<file path="config.mk">
export PLATFORM = sky130hd
export DESIGN_NAME = vga_sync_gen
export DESIGN_NICKNAME = d
export VERILOG_FILES = /design/src/rtl/vga_sync_gen.sv
export SDC_FILE = /design/constraint.sdc
export NUM_CORES = 1
export LEC_CHECK = 0
export CAP_MARGIN = 25
export CORE_MARGIN = 1
export CORE_UTILIZATION = 50
export CTS_CLUSTER_DIAMETER = 50
export CTS_CLUSTER_SIZE = 28
export DETAILED_ROUTE_END_ITERATION = 12
export PLACE_DENSITY_LB_ADDON = 0.12
export SYNTH_ARGS = -nofsm -noshare
export SYNTH_HDL_FRONTEND = slang
export SYNTH_SLANG_ARGS = --single-unit
</file>
<file path="constraint.sdc">
create_clock -name sysclk -period 2.8 [get_ports sysclk]
set_input_delay 0.42 -clock sysclk [delete_from_list [all_inputs] [get_ports sysclk]]
set_output_delay 0.42 -clock sysclk [all_outputs]
set_load 0.02 [all_outputs]
</file>
<file path="src/rtl/vga_sync_gen.sv">
// VGA timing stage: free-running H/V scan counters drive the pixel address out,
// returned colour and sync pulses are re-aligned through a matching delay line.
module vga_sync_gen #(
    parameter int unsigned H_VISIBLE  = 800,
    parameter int unsigned H_FRONT    = 56,
    parameter int unsigned H_SYNC     = 120,
    parameter int unsigned H_BACK     = 64,
    parameter int unsigned V_VISIBLE  = 600,
    parameter int unsigned V_FRONT    = 37,
    parameter int unsigned V_SYNC     = 6,
    parameter int unsigned V_BACK     = 23,
    parameter logic        SYNC_POL   = 1'b1,
    parameter int unsigned PIPE_DELAY = 2
) (
    input  logic        sysclk,
    input  logic        reset_n,
    output logic [19:0] display_addr,
    output logic        display_active,
    output logic        frame_start,
    input  logic [2:0]  display_data,
    output logic [2:0]  vga_rgb,
    output logic        vga_hsync,
    output logic        vga_vsync
);

    localparam int unsigned HW      = 11;
    localparam int unsigned VW      = 10;
    localparam int unsigned H_TOTAL = H_VISIBLE + H_FRONT + H_SYNC + H_BACK;
    localparam int unsigned V_TOTAL = V_VISIBLE + V_FRONT + V_SYNC + V_BACK;

    localparam logic [HW-1:0] H_LAST    = HW'(H_TOTAL - 1);
    localparam logic [HW-1:0] H_VIS     = HW'(H_VISIBLE);
    localparam logic [HW-1:0] H_SYNC_LO = HW'(H_VISIBLE + H_FRONT);
    localparam logic [HW-1:0] H_SYNC_HI = HW'(H_VISIBLE + H_FRONT + H_SYNC);
    localparam logic [VW-1:0] V_LAST    = VW'(V_TOTAL - 1);
    localparam logic [VW-1:0] V_VIS     = VW'(V_VISIBLE);
    localparam logic [VW-1:0] V_SYNC_LO = VW'(V_VISIBLE + V_FRONT);
    localparam logic [VW-1:0] V_SYNC_HI = VW'(V_VISIBLE + V_FRONT + V_SYNC);

    logic [HW-1:0] r_h_cnt;
    logic [VW-1:0] r_v_cnt;
    logic          w_active;
    logic          w_hs_raw;
    logic          w_vs_raw;
    // Delay-line stage bundle: {active, hs_raw, vs_raw}
    logic [2:0]    r_pipe [PIPE_DELAY];
    logic [2:0]    w_pipe_out;

    // Scan counters: h every clock, v on each h wrap
    always_ff @(posedge sysclk) begin
        if (!reset_n) begin
            r_h_cnt <= '0;
            r_v_cnt <= '0;
        end else if (r_h_cnt == H_LAST) begin
            r_h_cnt <= '0;
            r_v_cnt <= (r_v_cnt == V_LAST) ? '0 : r_v_cnt + VW'(1);
        end else begin
            r_h_cnt <= r_h_cnt + HW'(1);
        end
    end

    // Scan-position decode straight from the counter flops
    assign w_active       = (r_h_cnt < H_VIS) && (r_v_cnt < V_VIS);
    assign w_hs_raw       = (r_h_cnt >= H_SYNC_LO) && (r_h_cnt < H_SYNC_HI);
    assign w_vs_raw       = (r_v_cnt >= V_SYNC_LO) && (r_v_cnt < V_SYNC_HI);
    assign display_active = w_active;
    assign display_addr   = w_active ? {r_h_cnt[9:0], r_v_cnt} : 20'd0;
    assign frame_start    = (r_h_cnt == '0) && (r_v_cnt == '0);

    // First delay stage captures the live decode
    always_ff @(posedge sysclk) begin
        if (!reset_n) begin
            r_pipe[0] <= '0;
        end else begin
            r_pipe[0] <= {w_active, w_hs_raw, w_vs_raw};
        end
    end

    // Remaining stages match the downstream pixel-fetch latency
    for (genvar g = 1; g < PIPE_DELAY; g++) begin : g_pipe
        always_ff @(posedge sysclk) begin
            if (!reset_n) begin
                r_pipe[g] <= '0;
            end else begin
                r_pipe[g] <= r_pipe[g-1];
            end
        end
    end

    assign w_pipe_out = r_pipe[PIPE_DELAY-1];

    // Output register: colour gated by delayed active, syncs at configured polarity
    always_ff @(posedge sysclk) begin
        if (!reset_n) begin
            vga_rgb   <= 3'd0;
            vga_hsync <= ~SYNC_POL;
            vga_vsync <= ~SYNC_POL;
        end else begin
            vga_rgb   <= w_pipe_out[2] ? display_data : 3'd0;
            vga_hsync <= w_pipe_out[1] ? SYNC_POL : ~SYNC_POL;
            vga_vsync <= w_pipe_out[0] ? SYNC_POL : ~SYNC_POL;
        end
    end

endmodule

</file>
== After elaboration in Yosys (flattened, before gate mapping) ==
Memories as Yosys holds them, arrays and structs flattened.
Index checks and enable logic that the tools add are counted.
Operators by class
  add/sub/neg operators: 2
  magnitude comparators: 6
  div/mod/pow operators: 0
  $mul: 0
  shift-type cells: 0
  bitwise logic cells: 3
  reductions and logical operators: 8
  equality and inequality tests: 2
  mux-type cells: 8
Operators by type and width (number)
  < comparator 11 x 10 -> 1 bit (second input constant): 2
  < comparator 10 bit (second input constant): 2
  2-to-1 mux 20 bit: 1
  adder 11 x 1 -> 11 bit (second input constant): 1
  equality test 11 bit (second input constant): 1
  >= comparator 11 x 10 -> 1 bit (second input constant): 1
  zero test 11 bit: 1
  adder 10 x 1 -> 10 bit (second input constant): 1
  equality test 10 bit (second input constant): 1
  >= comparator 10 bit (second input constant): 1
  zero test 10 bit: 1
  2-to-1 mux 10 bit: 1
  2-to-1 mux 3 bit: 2
  logical AND 1 bit: 4
  2-to-1 mux 1 bit: 4
  OR 1 bit: 2
  AND reduction 2 bit: 1
  OR reduction 2 bit: 1
  NOT 1 bit: 1
Storage, ports and cells
  ROM bits: 0
  input bits: 5
  bits in latches: 0
  RAM bits: 6
  memories: 1
  output and inout port bits: 27
  register bits after elaboration: 26
Memory list
  r_pipe: words 2, width 3, read ports 2, clocked after memory_dff 0, write ports 2, RTL line 46  | logic [2:0] r_pipe [PIPE_DELAY];

== Longest topological paths before layout ==
  depth after elaboration: 3
  gate-level depth with buffers: 6
  depth with buffers taken out: 6

== Least setup slack after synthesis ==
No wires, ideal clock.
  path kind: register to output
  start: register r_v_cnt[5]
  end: output frame_start
  arrival time: 1.706 ns
  data required time: 2.380 ns
  path buffers: 0
  stages on the path, launching flop included: 4
  path slack: 0.674 ns
  path through: dfxtp_1 or3_1 or3_1 nor4_1
On the way
  longest elaborated chain between the ends: 2
RTL lines
  start, declared: RTL line 41  | logic [VW-1:0] r_v_cnt;
  start signal, assigned: RTL line 56  | r_v_cnt <= (r_v_cnt == V_LAST) ? '0 : r_v_cnt + VW'(1);
  zero test 10 bit: RTL line 68  | assign frame_start = (r_h_cnt == '0) && (r_v_cnt == '0);
  logical AND 1 bit: RTL line 68
  end, declared: RTL line 19  | output logic frame_start,
Every way passes these cells.

== Worst setup path in the final report ==
  start: register r_v_cnt[3]
  end: output display_addr[12]
On the way
  longest elaborated chain between the ends: 3
RTL lines
  < comparator 10 bit: RTL line 63  | assign w_active = (r_h_cnt < H_VIS) && (r_v_cnt < V_VIS);
  logical AND 1 bit: RTL line 63
  2-to-1 mux 20 bit: RTL line 67  | assign display_addr = w_active ? {r_h_cnt[9:0], r_v_cnt} : 20'd0;
  end, declared: RTL line 17  | output logic [19:0] display_addr,
Every way passes these cells.

==> summary.md <==
| Metric | Value |
|---|---|
| Area occupied by multi-input gates | `909.6 um^2` |
| Fill count | `259` |
| Yosys warns | `0` |
| Achievable Freq | `0.3673 GHz` |
| Post-route insts no fill | `265` |
| CTS sink cnt | `32` |
| Inst Count DP | `256` |
| Initial antenna violation count | `0` |
| P&R area growth vs syn | `29.58%` |
| Vias in the first global route | `1,228` |
| CTS Buf Count | `5` |
| Hold Crit Start | `r_pipe[0][0]$_SDFF_PN0_` |
| Number of detailed-route iterations in the first pass | `4` |
| Post-Route WL | `3.607 mm` |
| Synth Instances | `191` |
| Actual slew at the worst max-slew pin | `678.9 ps` |
| Setup violators final | `0` |
| H-tree levels | `2` |
| Drt drc | `0` |
| Worst Skew | `7.687 ps` |
| Critical Path Source Type | `register` |
| Slew Viols, Final | `0` |
| Register area | `641.9 um^2` |
| Crit Path Category | `register to output port` |
| CP Data Arrival Time | `2300 ps` |
| Clock root cell | `clkbuf_4` |
| Tmin final | `2723 ps` |
| CP max stage cell | `clkdlybuf4s50_1` |
| GPL Wtd Cong | `0.9022` |
| I/O pin count | `32` |
| Hold Crit Depth | `1` |
| Worst EP required | `2380 ps` |
| Routed length per placed instance | `13.61 um` |
| Largest net degree at the start of global routing | `20` |
| Die Span Y | `58.77 um` |
| # Post-CTS Setup Buffers | `0` |
| All-Layer GR Usage | `0.2125` |
| Leak pwr | `1.028 nW` |
| Worst-path clk slew | `100 ps` |
| Run status | `finished clean` |
| Clock Path Buffers | `2` |
| Grt total ovfl | `0` |
| Std-Cell Rows | `20` |
| Worst r2r path cells | `5` |
| Reg-to-reg slack, setup | `600 ps` |
| Max_cap viols | `0` |
| Nets | `231` |
| Hold Path Class | `register to register` |
| Via Count | `1,423` |
| Post-synth net total | `202` |
| Clk_lat worst skew | `330 ps` |
| VDD IR max | `0.4140 mV` |
| Starting Density | `0.5279` |
| Setup TNS | `0 ps` |
| Design Area, Final | `0.002088 mm^2` |
| Inserted Diodes | `0` |
| PwrDens | `415.3 mW/mm^2` |
| CTS tree | `built` |
| Synthesis-stage register bit count | `32` |
| Syn Area/Cell | `8.437 um^2` |
| Delay-heaviest family, CP | `buffers and inverters` |
| DP Wirelength | `2.369 mm` |
| RR Endpoint | `r_v_cnt[3]$_SDFFE_PN0N_` |
| CP Capture Type | `output port` |
| Unique masters post-synth | `36` |
| Cells along the critical path | `a21oi_1 > nor4b_2 > nor4_4 > buf_4 > and2_1 > clkdlybuf4s50_1` |
| Die ar. | `0.003454 mm^2` |
| Core Box Area | `0.003053 mm^2` |
| Synthesized area | `0.001612 mm^2` |
| 1st-iter DRT viols | `32` |
| Vias per std cell | `5.370` |
| Slew HR | `0.5432` |
| Fin crit share | `0.9724` |
| Total chip power | `867.2 uW` |
| Antenna Violating Nets Remaining | `0` |
| Slowest stage delay, CP | `600 ps` |
| First-pass GRT wire length | `5.513 mm` |
| Post-DP Area | `0.001937 mm^2` |
| Final hold violation count | `0` |
| Buf/Inv on CP | `2` |
| Die X | `58.77 um` |
| Seq/Total Area, Yosys | `0.3975` |
| Share of post-route cells with drive strength above 1 | `0.08597` |
| IO buf count | `31` |
| Reg2reg start | `r_h_cnt[0]$_SDFF_PP0_` |
| Worst-path fanout max | `8` |
| Hold EP | `r_pipe[1][0]$_SDFF_PN0_` |
-- where the power goes --
part | total (mW) | leakage, nW | internal (mW) | switching (mW)
registers | 0.466 | 0.260 | 0.461 | 0.00511
clock network | 0.352 | 0.0412 | 0.186 | 0.166
logic | 0.0490 | 0.727 | 0.0241 | 0.0249
-- placed cells by master (no fill, tap or decap), types with 2 or more instances in the layout --
| cell type | instances |
|---|---|
| dfxtp_1 | 31 |
| dlymetal6s2s_1 | 17 |
| or4_1 | 3 |
| xnor2_1 | 9 |
| nand4_1 | 4 |
| inv_1 | 7 |
| o31ai_1 | 2 |
| nor4_1 | 5 |
| a21oi_1 | 7 |
| nand2_1 | 9 |
| o21ai_0 | 4 |
| or3_1 | 5 |
| nor2_1 | 18 |
| and3_1 | 5 |
| and4_1 | 2 |
| ha_1 | 6 |
| clkdlybuf4s50_1 | 14 |
| clkbuf_4 | 5 |
| buf_4 | 3 |
| nor3_1 | 3 |
| nand3_1 | 10 |
| nand2b_1 | 4 |
| and2_1 | 26 |
| xor2_1 | 3 |
-- worst max path at each step --
stage / from / endpoint / slack [ps] / depth (start not counted)
after floorplan: r_v_cnt[5]$_SDFFE_PN0N_ / frame_start / 670 / 3
after global placement: r_v_cnt[5]$_SDFFE_PN0N_ / frame_start / 450 / 4
after detailed placement: r_v_cnt[5]$_SDFFE_PN0N_ / frame_start / 410 / 4
after CTS: r_v_cnt[5]$_SDFFE_PN0N_ / frame_start / 30 / 4
after global routing: r_v_cnt[3]$_SDFFE_PN0N_ / display_addr[8] / -50 / 6
final: r_v_cnt[3]$_SDFFE_PN0N_ / display_addr[12] / 80 / 6
-- cells in the mapped netlist --
cell type | count | area, um^2
buf_6 | 1 | 11.26
and3_1 | 5 | 31.28
nor2_1 | 18 | 67.56
o22ai_1 | 1 | 6.260
or4_4 | 1 | 11.26
and4_1 | 2 | 17.52
ha_1 | 6 | 75.07
o21ai_1 | 1 | 5.000
nor4b_1 | 2 | 17.52
xnor2_1 | 9 | 78.83
nand2b_1 | 4 | 25.02
xor2_1 | 3 | 26.28
nor3_1 | 4 | 20.02
nor2b_1 | 1 | 6.260
or4_1 | 3 | 22.52
nand2_1 | 9 | 33.78
a211oi_1 | 1 | 7.510
and2_2 | 1 | 7.510
a21bo_2 | 1 | 10.01
or3_4 | 1 | 11.26
o31ai_1 | 2 | 15.01
nor4_1 | 6 | 37.54
mux2i_1 | 1 | 10.01
dfxtp_1 | 32 | 640.6
inv_1 | 7 | 26.28
nand4_1 | 4 | 25.02
or3_1 | 5 | 31.28
o21ai_0 | 4 | 20.02
and2_1 | 26 | 162.7
nand3_1 | 10 | 50.05
buf_4 | 1 | 7.510
o221ai_1 | 1 | 8.760
clkbuf_1 | 6 | 22.52
buf_2 | 4 | 20.02
a21oi_1 | 7 | 35.03
nor3b_1 | 1 | 7.510
-- cells by family after synthesis --
family / after synthesis / share of synthesized area
compound gates: 18 / 0.06677
xor+xnor: 12 / 0.06522
fa+ha+maj: 6 / 0.04658
buf+inv: 19 / 0.05435
flops: 32 / 0.3975
mux: 1 / 0.006211
simple gates: 103 / 0.3634
-- area by class of cell --
cell class / instances / area share
multi-input cells: 140 / 0.4356
flip-flops and latches: 32 / 0.3074
repair buffers: 34 / 0.1797
well taps: 44 / 0.02636
clock inverters: 3 / 0.02037
clock buffers: 5 / 0.01797
inverters: 7 / 0.01258
-- state kept, by name (all words and copies together) (netlist names) --
name and cells:
vga_vsync 1, vga_hsync 1, vga_rgb 3, r_v_cnt 10, r_pipe 6, r_h_cnt 11
-- through the flow --
| step | hold slack [ps] | util | setup WS (ps) |
|---|---|---|---|
| floorplan | 411.9 | - | 673.7 |
| global placement | 416.0 | 0.6344 | 450.8 |
| detailed placement | 418.1 | 0.6344 | 408.0 |
| CTS | 446.0 | 0.6607 | 27.19 |
| global route | 471.7 | 0.6840 | -45.87 |
| finish | 441.9 | 0.6840 | 77.17 |
-- what timing repair did --
item | 4_1_cts | 5_1_grt
gates resized for setup | 0 | 23
endpoints found under the setup margin | 0 | 21
hold endpoints to repair | 0 | 0
hold buffers | 0 | 0
-- per-layer routing --
metal  track usage  wire length [um]
met5             0                 0
met4       0.09184                61
met3       0.06154               246
met2        0.3214              1670
met1        0.2814              1628
(Power assumes the default switching activity.)
==> edit: new RTL, config.mk and constraints unchanged <==
Set the parameter `PIPE_DELAY` to 1 (it was 2).
--- a/src/rtl/vga_sync_gen.sv
+++ b/src/rtl/vga_sync_gen.sv
@@ -12,3 +12,3 @@
     parameter logic        SYNC_POL   = 1'b1,
-    parameter int unsigned PIPE_DELAY = 2
+    parameter int unsigned PIPE_DELAY = 1
 ) (
Function: changed (Yosys sat finds a counterexample within 4 cycles, from zero or initial values and one cycle with reset_n low).
==> edit against the unedited design <==
The flow now finishes with violations (design-rule violations); cell area decreased by 4.3%; clock skew about the same; setup slack improved by 58 ps; power increased by 5.3%; critical path depth unchanged; die area decreased by 5.5%; area after synthesis decreased by 5.7%; first-iteration DRC count increased by 91%; largest cell class unchanged; wire length increased by 2.4%; global-route usage increased by 3.9 points; synthesized cell count decreased by 6.8%; sequential share of layout area decreased by 1.7 points; sequential cell count decreased by 3.
==> edit: results (changes against the unedited design) <==
Max Fanout on Critical Path: 13 (+5)
Worst Max-Slew Pin Slew: 406.8 ps (-272.1 ps)
vias in the first global route: 1,380 (+12%)
routed vias/inst: 5.829 (+8.5%)
count of cell types in the netlist: 37 (+2.8%)
critical path arrival: 2240 ps (-60 ps)
mean routed wirelength per cell: 15.07 um (+11%)
GRT Util Overall: 25.17% (+3.9 points)
nets: 224 (-3.0%)
Post-DP Area: 1854 um^2 (-4.3%)
Detailed Place HPWL: 2.564 mm (+8.3%)
peak supply drop: 0.5946 mV (+44%)
Leak: 0.9480 nW (-7.8%)
Sw Ratio: 21.02% (-1.6 points)
pre-CTS WS: 410.4 ps (+2.377 ps)
global-route wire length before repair: 6.348 mm (+15%)
Worst Skew: 8.029 ps (+0.3421 ps)
top flop regs: r_h_cnt x11, r_v_cnt x10
Clock Path Buffers: 2 (unchanged)
commonest cells in the synthesized netlist: dfxtp_1 (29), and2_1 (23), nor2_1 (15)
status: finished, violations left
Placer Congestion: 0.8665 (-4.0%)
synth top area cells: dfxtp_1 (38%), and2_1 (9.5%), ha_1 (4.9%), nor2_1 (3.7%), xnor2_1 (3.5%)
Num CTS Buffers: 5 (unchanged)
largest net degree at the start of global routing: 14 (-30%)
number of DRC markers in iteration 0: 61 (+91%)
First-pass DRT Iterations: 8 (+4)
proportion of layout cells with a drive suffix above 1: 10.28% (+1.7 points)
# H-tree levels: 2 (unchanged)
sequential share of the synthesized area: 38.19% (-1.6 points)
Post-CTS Hold Buffers: 0 (unchanged)
Ant. Diodes: 0 (unchanged)
CP max stage cell: clkdlybuf4s50_1
violated checks: design-rule violations
Synth Net Count: 189 (-6.4%)
drt drc: 8 (+8)
-- edit: path summary, 6_finish.rpt --
check / slack [ps] / depth (start not counted) / endpoint / start
max: 140 / 6 / display_addr[0] / r_v_cnt[7]
min: 460 / 1 / vga_hsync / r_pipe[0][1]
max reg2reg: 800 / 5 / r_v_cnt[5] / r_h_cnt[0]
min reg2reg: 460 / 1 / vga_hsync / r_pipe[0][1]
-- edit: cell type report --
| cell class | instances | area (um^2) |
|---|---|---|
| Clock buffer | 5 | 37.54 |
| Clock inverter | 3 | 65.06 |
| Fill cell | 245 | 829.5 |
| Inverter | 9 | 33.78 |
| Multi-Input combinational cell | 133 | 870.8 |
| Sequential cell | 29 | 580.6 |
| Tap cell | 31 | 38.79 |
| Timing Repair Buffer | 35 | 372.9 |
-- edit: kinds of logic (layout without fill, tap and decap cells) --
kind of cell	after synthesis	after routing	synth area share, %
AND/OR/NAND/NOR	92	92	36.54
AO/OA/AOI/OAI	25	25	9.547
buffers and inverters	16	52	5.020
XOR/XNOR	10	10	5.761
flip-flops	29	29	38.19
adder cells (fa/ha/maj)	6	6	4.938
-- edit: worst register-to-register path: cells and delay by family, from the launching register on --
kind            cells  cell delay [ps]
fa+ha+maj           1              270
compound gates      1              150
flops               1              450
simple gates        3             1060
-- edit: power by group through the flow --
stage                     Sequential [mW]  Clock, mW  Combinational [mW]
after CTS                           0.426      0.439              0.0550
final                               0.426      0.434              0.0539
after floorplan                     0.434          0              0.0301
after global routing                0.427      0.457              0.0589
after detailed placement            0.435          0              0.0547
after global placement              0.435          0              0.0536
-- edit: metrics by stage --
stage / hold WS [ps] / utilization (%) / std cells / total power, mW / setup TNS (ps)
after CTS: 456.0 / 69.17 / 244 / 0.9200 / 0
after detailed placement: 432.2 / 65.55 / 236 / 0.4901 / 0
after global placement: 418.8 / 65.55 / 236 / 0.4884 / 0
after global routing: 466.8 / 70.68 / 245 / 0.9433 / -6.272
final: 457.5 / 70.68 / 245 / 0.9133 / 0
after floorplan: 411.9 / - / 178 / 0.4639 / 0
-- edit: routing by layer --
metal  vias up  global-route usage, %  share of wire (%)
li1        694                      -                  -
met1       682                  32.39                 44
met2        43                  39.83                 48
met3         9                  5.669                5.8
met4         0                  12.54                1.7
met5         -                      0                  0
-- edit: what timing repair did --
item / 4_1_cts / 5_1_grt
endpoints found under the setup margin: 0 / 21
buffers inserted: 0 / 1
gates resized for setup: 0 / 14
